==> config.mk <==
export PLATFORM = sky130hd
export DESIGN_NAME = pipe_hazard_ctrl_flat
export DESIGN_NICKNAME = d
export VERILOG_FILES = /design/src/rtl/pipe_hazard_ctrl_if.sv /design/src/rtl/pipe_hazard_ctrl.sv /design/src/flat_wrapper.sv
export SDC_FILE = /design/constraint.sdc
export NUM_CORES = 1
export LEC_CHECK = 0
export ABC_AREA = 1
export CAP_MARGIN = 20
export CORE_UTILIZATION = 30
export DETAILED_ROUTE_END_ITERATION = 8
export SYNTH_ARGS = -nofsm -noshare
export SYNTH_HDL_FRONTEND = slang
export SYNTH_SLANG_ARGS = --single-unit
==> constraint.sdc <==
create_clock -name clk -period 7.55 [get_ports clk]
set_clock_uncertainty 0.1 [all_clocks]
set_input_delay 1.8875 -clock clk [delete_from_list [all_inputs] [get_ports clk]]
set_output_delay 1.8875 -clock clk [all_outputs]
set_load 0.01 [all_outputs]
==> src/rtl/pipe_hazard_ctrl_if.sv <==
// Hazard-control bundle: pipeline requests in, per-stage stall/flush and PC control out.
interface pipe_hazard_ctrl_if #(
  parameter int unsigned NSTAGE = 5,
  parameter int unsigned CNT_W  = 32
);
  localparam int unsigned SW = (NSTAGE > 1) ? $clog2(NSTAGE) : 1;

  logic [NSTAGE-1:0] stall_req;
  logic [NSTAGE-1:0] flush_req;
  logic [NSTAGE-1:0] valid;
  logic              drain_req;
  logic [NSTAGE-1:0] stall;
  logic [NSTAGE-1:0] flush;
  logic              pc_stall;
  logic              pc_redirect;
  logic [SW-1:0]     redir_src;
  logic              drain_busy;
  logic [CNT_W-1:0]  stall_cnt;
  logic [CNT_W-1:0]  flush_cnt;

  modport master (
    output stall_req, flush_req, valid, drain_req,
    input  stall, flush, pc_stall, pc_redirect, redir_src, drain_busy, stall_cnt, flush_cnt
  );

  modport slave (
    input  stall_req, flush_req, valid, drain_req,
    output stall, flush, pc_stall, pc_redirect, redir_src, drain_busy, stall_cnt, flush_cnt
  );
endinterface

==> src/rtl/pipe_hazard_ctrl.sv <==
// Pipeline hazard controller: stall/flush arbitration, deferred PC redirect,
// drain FSM for serialising instructions, and saturating performance counters.
module pipe_hazard_ctrl #(
  parameter int unsigned NSTAGE      = 5,
  parameter int unsigned DRAIN_STAGE = 1,
  parameter int unsigned CNT_W       = 32
) (
  input logic               clk,
  input logic               reset,
  pipe_hazard_ctrl_if.slave bus
);
  localparam int unsigned SW = (NSTAGE > 1) ? $clog2(NSTAGE) : 1;

  typedef enum logic [1:0] {
    RUN     = 2'd0,
    DRAIN   = 2'd1,
    RELEASE = 2'd2
  } state_t;

  state_t            state_q, state_d;
  logic              pend_q, pend_d;
  logic [SW-1:0]     pend_src_q, pend_src_d;
  logic [CNT_W-1:0]  stall_cnt_q, stall_cnt_d;
  logic [CNT_W-1:0]  flush_cnt_q, flush_cnt_d;

  logic [NSTAGE-1:0] eff;
  logic [NSTAGE-1:0] raw_s;
  logic [NSTAGE-1:0] kill;
  logic [NSTAGE-1:0] bubble;
  logic [NSTAGE-1:0] flush;
  logic              hon_any;
  logic [SW-1:0]     win;
  logic              redirect;
  logic [SW-1:0]     src;
  logic              pc_stall;

  // Ascending scan: the last honored flush seen is the oldest, so it wins.
  always_comb begin : hazard
    eff = bus.stall_req;
    if (state_q == DRAIN) begin
      for (int unsigned i = 0; i <= DRAIN_STAGE; i++) eff[i] = 1'b1;
    end
    raw_s   = '0;
    kill    = '0;
    bubble  = '0;
    hon_any = 1'b0;
    win     = '0;
    for (int unsigned i = 0; i < NSTAGE; i++) begin
      raw_s[i] = |(eff >> i);
      if (bus.flush_req[i] && !(|(eff >> (i + 1)))) begin
        hon_any = 1'b1;
        win     = SW'(i);
      end
    end
    for (int unsigned i = 0; i < NSTAGE; i++) begin
      kill[i] = hon_any && (SW'(i) < win);
    end
    for (int unsigned i = 1; i < NSTAGE; i++) begin
      bubble[i] = raw_s[i-1] & ~raw_s[i];
    end
    flush    = kill | bubble;
    flush[0] = flush[0] | pend_q;
  end

  // A new redirect at least as old as the pending one replaces it.
  always_comb begin : redirect_sel
    redirect   = 1'b0;
    src        = '0;
    pend_d     = pend_q;
    pend_src_d = pend_src_q;
    if (hon_any && (!pend_q || win >= pend_src_q)) begin
      if (!bus.stall_req[0]) begin
        redirect = 1'b1;
        src      = win;
        pend_d   = 1'b0;
      end else begin
        pend_d     = 1'b1;
        pend_src_d = win;
      end
    end else if (pend_q && !bus.stall_req[0]) begin
      redirect = 1'b1;
      src      = pend_src_q;
      pend_d   = 1'b0;
    end
  end

  always_comb begin : fsm_next
    state_d = state_q;
    unique case (state_q)
      RUN: begin
        if (bus.drain_req && !raw_s[DRAIN_STAGE] && !kill[DRAIN_STAGE]) state_d = DRAIN;
      end
      DRAIN: begin
        if (kill[DRAIN_STAGE])                        state_d = RUN;
        else if ((bus.valid >> (DRAIN_STAGE + 1)) == '0) state_d = RELEASE;
      end
      RELEASE: state_d = RUN;
      default: state_d = RUN;
    endcase
  end

  assign pc_stall = raw_s[0] & ~redirect;

  always_comb begin : counters
    stall_cnt_d = stall_cnt_q;
    flush_cnt_d = flush_cnt_q;
    if (pc_stall && (stall_cnt_q != '1)) stall_cnt_d = stall_cnt_q + 1'b1;
    if (redirect && (flush_cnt_q != '1)) flush_cnt_d = flush_cnt_q + 1'b1;
  end

  always_ff @(posedge clk or posedge reset) begin
    if (reset) begin
      state_q     <= RUN;
      pend_q      <= 1'b0;
      pend_src_q  <= '0;
      stall_cnt_q <= '0;
      flush_cnt_q <= '0;
    end else begin
      state_q     <= state_d;
      pend_q      <= pend_d;
      pend_src_q  <= pend_src_d;
      stall_cnt_q <= stall_cnt_d;
      flush_cnt_q <= flush_cnt_d;
    end
  end

  assign bus.stall       = raw_s & ~flush;
  assign bus.flush       = flush;
  assign bus.pc_stall    = pc_stall;
  assign bus.pc_redirect = redirect;
  assign bus.redir_src   = src;
  assign bus.drain_busy  = (state_q != RUN);
  assign bus.stall_cnt   = stall_cnt_q;
  assign bus.flush_cnt   = flush_cnt_q;
endmodule

==> src/flat_wrapper.sv <==
// flat-port wrapper written by rule: the top's interface ports become plain ports
module pipe_hazard_ctrl_flat 
#(
  parameter int unsigned NSTAGE      = 5,
  parameter int unsigned DRAIN_STAGE = 1,
  parameter int unsigned CNT_W       = 32
)
  (clk, reset, bus_stall_req, bus_flush_req, bus_valid, bus_drain_req, bus_stall, bus_flush, bus_pc_stall, bus_pc_redirect, bus_redir_src, bus_drain_busy, bus_stall_cnt, bus_flush_cnt);
  pipe_hazard_ctrl_if #(.NSTAGE(NSTAGE), .CNT_W(CNT_W)) bus_i ();
  input logic clk;
  input logic reset;
  input wire logic [$bits(bus_i.stall_req)-1:0] bus_stall_req;
  input wire logic [$bits(bus_i.flush_req)-1:0] bus_flush_req;
  input wire logic [$bits(bus_i.valid)-1:0] bus_valid;
  input wire logic [$bits(bus_i.drain_req)-1:0] bus_drain_req;
  output wire logic [$bits(bus_i.stall)-1:0] bus_stall;
  output wire logic [$bits(bus_i.flush)-1:0] bus_flush;
  output wire logic [$bits(bus_i.pc_stall)-1:0] bus_pc_stall;
  output wire logic [$bits(bus_i.pc_redirect)-1:0] bus_pc_redirect;
  output wire logic [$bits(bus_i.redir_src)-1:0] bus_redir_src;
  output wire logic [$bits(bus_i.drain_busy)-1:0] bus_drain_busy;
  output wire logic [$bits(bus_i.stall_cnt)-1:0] bus_stall_cnt;
  output wire logic [$bits(bus_i.flush_cnt)-1:0] bus_flush_cnt;
  assign bus_i.stall_req = bus_stall_req;
  assign bus_i.flush_req = bus_flush_req;
  assign bus_i.valid = bus_valid;
  assign bus_i.drain_req = bus_drain_req;
  assign bus_stall = bus_i.stall;
  assign bus_flush = bus_i.flush;
  assign bus_pc_stall = bus_i.pc_stall;
  assign bus_pc_redirect = bus_i.pc_redirect;
  assign bus_redir_src = bus_i.redir_src;
  assign bus_drain_busy = bus_i.drain_busy;
  assign bus_stall_cnt = bus_i.stall_cnt;
  assign bus_flush_cnt = bus_i.flush_cnt;
  pipe_hazard_ctrl #(.NSTAGE(NSTAGE), .DRAIN_STAGE(DRAIN_STAGE), .CNT_W(CNT_W)) u_core (.clk(clk), .reset(reset), .bus(bus_i));
endmodule
Word level (Yosys, flattened, before mapping)
Index checks and enable logic that the tools add are counted.
Storage, ports and cells
  memories: 0
  flip-flop bits (word level): 70
  RAM bits: 0
  ROM bits: 0
  bits of input ports: 18
  logic and storage cells: 88
  latch bits: 0
Cells by class
  shifts and indexed selects: 0
  bitwise operators: 14
  divide/modulo/power cells: 0
  reductions and logical operators: 33
  eq/ne operators: 5
  add/subtract/negate cells: 2
  multipliers: 0
  magnitude comparators: 6
  muxes and demuxes: 23
Operators by type and width (number)
  adder 32 x 1 -> 32 bit, second input constant: 2
  != test 32 bit, second input constant: 2
  2-to-1 mux 3 bit: 6
  logical AND 1 bit: 15
  2-to-1 mux 1 bit: 12
  2-to-1 mux 2 bit: 4
  zero test 1 bit: 7
  < comparator 1 x 3 -> 1 bit, first input constant: 2
  < comparator 2 x 3 -> 1 bit, first input constant: 2
  bitwise AND 1 bit: 5
  bitwise AND 5 bit: 1
  zero test 5 bit: 1
  inverter 1 bit: 5
  inverter 5 bit: 1
  OR 5 bit: 1
  OR reduction 5 bit: 1
  case mux 2 bit (2 select lines): 1
  AND reduction 2 bit: 2
  nonzero test 2 bit: 2
  OR reduction 4 bit: 1
  greater-or-equal comparator 3 bit: 1
  < comparator 3 bit, first input constant: 1
  != test 3 x 2 -> 1 bit, second input constant: 1
  OR reduction 3 bit: 1
  6 further kinds: 6

Logic depth before layout (Yosys ltp)
  depth after elaboration: 15
  mapped depth: 19
  mapped depth without buffers: 18

Least setup slack after synthesis
OpenSTA, ideal clock, no wires.
  path type: input-to-output
  from: input bus_stall_req[3]
  to: output bus_pc_stall
  setup slack: 1.770 ns
  data arrival time: 3.793 ns
  stages: 18
  data required time: 5.562 ns
  path through: nor2_4 nand2_1 nor2_1 nand2_1 a21oi_1 inv_1 ha_1 inv_1 nand2_1 o21ai_0 inv_1 nand2_1 nand2_2 nand3_4 nand2_4 buf_6 buf_8 nor2_1
On the way
  word-level cells in the longest chain between the ends: 13
  elaborated cells on any way between the ends: 25
Ends and longest elaborated chain
  start, declared: line flat_wrapper.sv:12  | input wire logic [$bits(bus_i.stall_req)-1:0] bus_stall_req;
  OR reduction 3 bit: line pipe_hazard_ctrl.sv:50  | if (bus.flush_req[i] && !(|(eff >> (i + 1)))) begin
  zero test 1 bit: line pipe_hazard_ctrl.sv:50
  logical AND 1 bit: line pipe_hazard_ctrl.sv:50
  2-to-1 mux 1 bit: line pipe_hazard_ctrl.sv:50
  2-to-1 mux 3 bit (3 in series): line pipe_hazard_ctrl.sv:50
  greater-or-equal comparator 3 bit: line pipe_hazard_ctrl.sv:71  | if (hon_any && (!pend_q || win >= pend_src_q)) begin
  logical OR 1 bit: line pipe_hazard_ctrl.sv:71
  logical AND 1 bit *: line pipe_hazard_ctrl.sv:71
  2-to-1 mux 1 bit *: line pipe_hazard_ctrl.sv:71
  named net bus_pc_redirect: line flat_wrapper.sv:19  | output wire logic [$bits(bus_i.pc_redirect)-1:0] bus_pc_redirect;
  inverter 1 bit *: line pipe_hazard_ctrl.sv:102  | assign pc_stall = raw_s[0] & ~redirect;
  bitwise AND 1 bit *: line pipe_hazard_ctrl.sv:102
  end, declared: line flat_wrapper.sv:18  | output wire logic [$bits(bus_i.pc_stall)-1:0] bus_pc_stall;
Mark *: on every way through the listed nets, which the timed path passes. The rest lies on a longest branch.

Worst setup path after layout
  from: input bus_stall_req[4]
  to: output bus_pc_stall
On the way
  word-level cells in the longest chain between the ends: 13
  elaborated cells on any way between the ends: 27
Ends and longest elaborated chain (line)
  OR reduction 3 bit: pipe_hazard_ctrl.sv:50
  zero test 1 bit: pipe_hazard_ctrl.sv:50
  logical AND 1 bit: pipe_hazard_ctrl.sv:50
  2-to-1 mux 1 bit: pipe_hazard_ctrl.sv:50
  2-to-1 mux 3 bit (3 in series): pipe_hazard_ctrl.sv:50
  greater-or-equal comparator 3 bit: pipe_hazard_ctrl.sv:71
  logical OR 1 bit: pipe_hazard_ctrl.sv:71
  logical AND 1 bit: pipe_hazard_ctrl.sv:71
  2-to-1 mux 1 bit: pipe_hazard_ctrl.sv:71
  inverter 1 bit: pipe_hazard_ctrl.sv:102
  bitwise AND 1 bit *: pipe_hazard_ctrl.sv:102
Mark *: on every way between the ends. The rest lies on a longest branch, timed or not.

==> metrics.yaml <==
mappedNetlistNets: 736
antenna_cells: 0
ys_top_cells_by_area: "dfrtp_1 (35%), nand2_1 (21%), nand4_1 (5.6%), nor2_1 (5.3%), xor2_1 (4.9%)"
firstDrtPassIters: 4
crit_type: "in -> out"
synth_top_family_by_area: "simple AND/OR/NAND/NOR gates"
drc: 0
yosysMostFrequentCell: "nand2_1"
relSlewSlack_pct: 38.4
finalCritPeriodShare_pct: 90.5
yosysSeqAreaShare_pct: 35.1
p_leak_nw: 2.90
grt.total_usage_pct: 18.1
final_nets: 824
root_buffer: "clkbuf_16"
synthMuxAreaShare_pct: 0
post_cts_resize_count: 0
htree_levels: 3
grt_pass1_vias: 4613
r2r_cells: 9
critPathRequiredTime_ns: 5.56
synthToLayoutAreaGrowth_pct: 26.8
synth_edf_count: 0
crit_end: "bus_pc_stall"
rrSetupSlack_ns: 4.68
min_period_ns: 6.83
synth_xor_area_share_pct: 7.54
grt-ovfl-total: 0
end_kind: "output port"
finalHoldViolations: 0
synth_common_cells: "nand2_1 (282), dfrtp_1 (70), nor2_1 (70)"
layout-drive-gt1-share_pct: 6.20
grt_first_pass_wirelength_um: 24000
cts_buffers: 9
dp.cells: 1007
async_reset_ff_share_pct: 100
dr_total_vias: 4831
setup_viol: 0
clock_latency_ns: 0.34
cp_cell_sequence: "clkdlybuf4s50_1, nor2_4, nand2_1, nor2_1, nand2_1, a21oi_1, inv_1, ha_1, inv_1, nand2_1, o21ai_0, inv_1, nand2_1, nand2_2, nand3_4, nand2_4, nor2_1, clkdlybuf4s50_1"
tns_ns: 0
hpwl_um: 10600
ctsLongestPathBuffers: 2
postCtsSetupBuffers: 0
cp-start-kind: "primary input"
synth_fa_ha_area_share_pct: 1.00
core-area_um2: 16100
ys_ff_latch: 70
synth_cell_types: 32
ir_worst_vdd_v: 0.000104
cts.sinks: 70
synth_top_area_share_pct: 35.1
synthCells: 714
synth.avg_cell_area_um2: 7.00
drt_wl_total_um: 14600
rsz0062_at_grt: "false"
timing.fmax_mhz: 146
min_path_type: "reg -> reg"
cpMostUsedCell: "nand2_1"
die_y_um: 131
drtIter0Drc: 223
cts_tree: "done"
slew_violations: 0
crit_path_max_incr_delay_ns: 0.57
synth_top_area_cell: "dfrtp_1"
reg2reg_from: "u_core.bus.stall_cnt[0]"
dieArea_um2: 17200
critical_path_arrival_ns: 4.85
gp_congestion: 0.917
drv_cap: 0
r2r_end: "u_core.bus.stall_cnt[10]"
antenna_found_initial: 0
fp.dieW_um: 131
port_buffers: 95
ant_nets: 0
powerDensity_nw_per_um2: 169
worstPathMaxFanout: 17
wl_per_cell_um: 14.3
critPathLaunch: "bus_stall_req[4]"
io_pins: 98
slowest_stage: "clkdlybuf4s50_1"
tightestPinTransition_ns: 0.924
clkTransAtPathRegs_ns: 0.05
fp-row-count: 46
netlist_area_um2: 4990
postCtsHoldBufs: 0
initial_core_util_pct: 31.1
yosys.area_share.simple_pct: 46.7
yosysWarnings: 0
grt_max_degree: 71
final_cells: 1022
synth_ff_type: "dfrtp_1"
synth_compound_area_share_pct: 2.25
status: "complete, no violations"
viasPerCell: 4.73
-- where the power goes --
part           switching [mW]  internal [mW]  total [mW]
clock                   0.154          0.238       0.392
sequential             0.0428          0.401       0.444
combinational           0.131          0.101       0.233
-- placed cells by master (no fill, tap or decap), types with 2 or more instances in the layout --
cell,instances
nand2_1,282
clkdlybuf4s50_1,95
nor2_1,70
dfrtp_1,70
inv_1,51
nand4_1,45
nand3_1,35
xor2_1,28
nor3_1,22
xnor2_1,15
nand3b_1,14
o21ai_0,12
nand3_2,12
clkbuf_16,9
nand2_2,6
nor2_2,4
ha_1,4
nor2_4,3
nand2_4,3
o21ai_1,3
a21oi_1,3
clkbuf_1,3
buf_4,3
nand4_4,2
clkbuf_8,2
-- worst min path at each step --
stage                                          end  cells past startpoint                startpoint  slack [ns]
after global placement        u_core.pend_src_q[1]                      2      u_core.pend_src_q[1]        0.42
after detailed placement      u_core.pend_src_q[0]                      2      u_core.pend_src_q[0]        0.42
final                     u_core.bus.stall_cnt[26]                      2  u_core.bus.stall_cnt[26]        0.44
after CTS                 u_core.bus.stall_cnt[26]                      2  u_core.bus.stall_cnt[26]        0.44
after global routing             u_core.state_q[1]                      2         u_core.state_q[1]        0.48
after floorplan               u_core.pend_src_q[2]                      2      u_core.pend_src_q[2]        0.37
-- area by class of cell --
type                       instances  area, um2
multi-input combinational        571       2870
inverter                          52        195
clock inverter                     1       5.00
sequential                        70       1750
timing repair buffer              98        973
clock buffer                      14        264
fill                            1704       9730
tap                              216        270
-- sequential cells by signal, summed over array words and instances (netlist names) --
register	flops
u_core.bus.flush_cnt	32
u_core.pend_q	1
u_core.state_q	2
u_core.bus.stall_cnt	32
u_core.pend_src_q	3
-- cell families after synthesis --
| logic type | after synthesis |
|---|---|
| compound gates | 21 |
| xor+xnor | 43 |
| fa+ha+maj | 4 |
| buf+inv | 73 |
| flops | 70 |
| simple gates | 503 |
-- worst max-delay path, delay by kind of cell --
| kind | cells | cell delay (ns) |
|---|---|---|
| compound gates | 2 | 0.27 |
| fa+ha+maj | 1 | 0.29 |
| buf+inv | 5 | 1.24 |
| simple gates | 10 | 1.15 |
-- metal layers --
metal | vias to the layer above | wire length, um | part of all wire, % | GRT usage, %
met4 | 0 | 261 | 1.8 | 5.34
met2 | 115 | 6860 | 47 | 30.1
li1 | 2485 | - | - | -
met5 | - | 0 | 0 | 0
met3 | 20 | 669 | 4.6 | 4.19
met1 | 2211 | 6770 | 47 | 23.4
-- through the flow --
step           util [%]  area [um2]  power (mW)  hold slack (ns)  worst slack [ns]
2_1_floorplan         -        4990       0.594            0.374              1.77
3_3_place_gp       37.8        6060       0.684            0.417             0.736
3_5_place_dp       37.8        6060       0.686            0.415             0.695
4_1_cts            39.4        6330        1.09            0.436             0.690
5_1_grt            39.4        6330        1.13            0.477             0.404
6_report           39.4        6330        1.07            0.442             0.716
(Power assumes the default switching activity.)
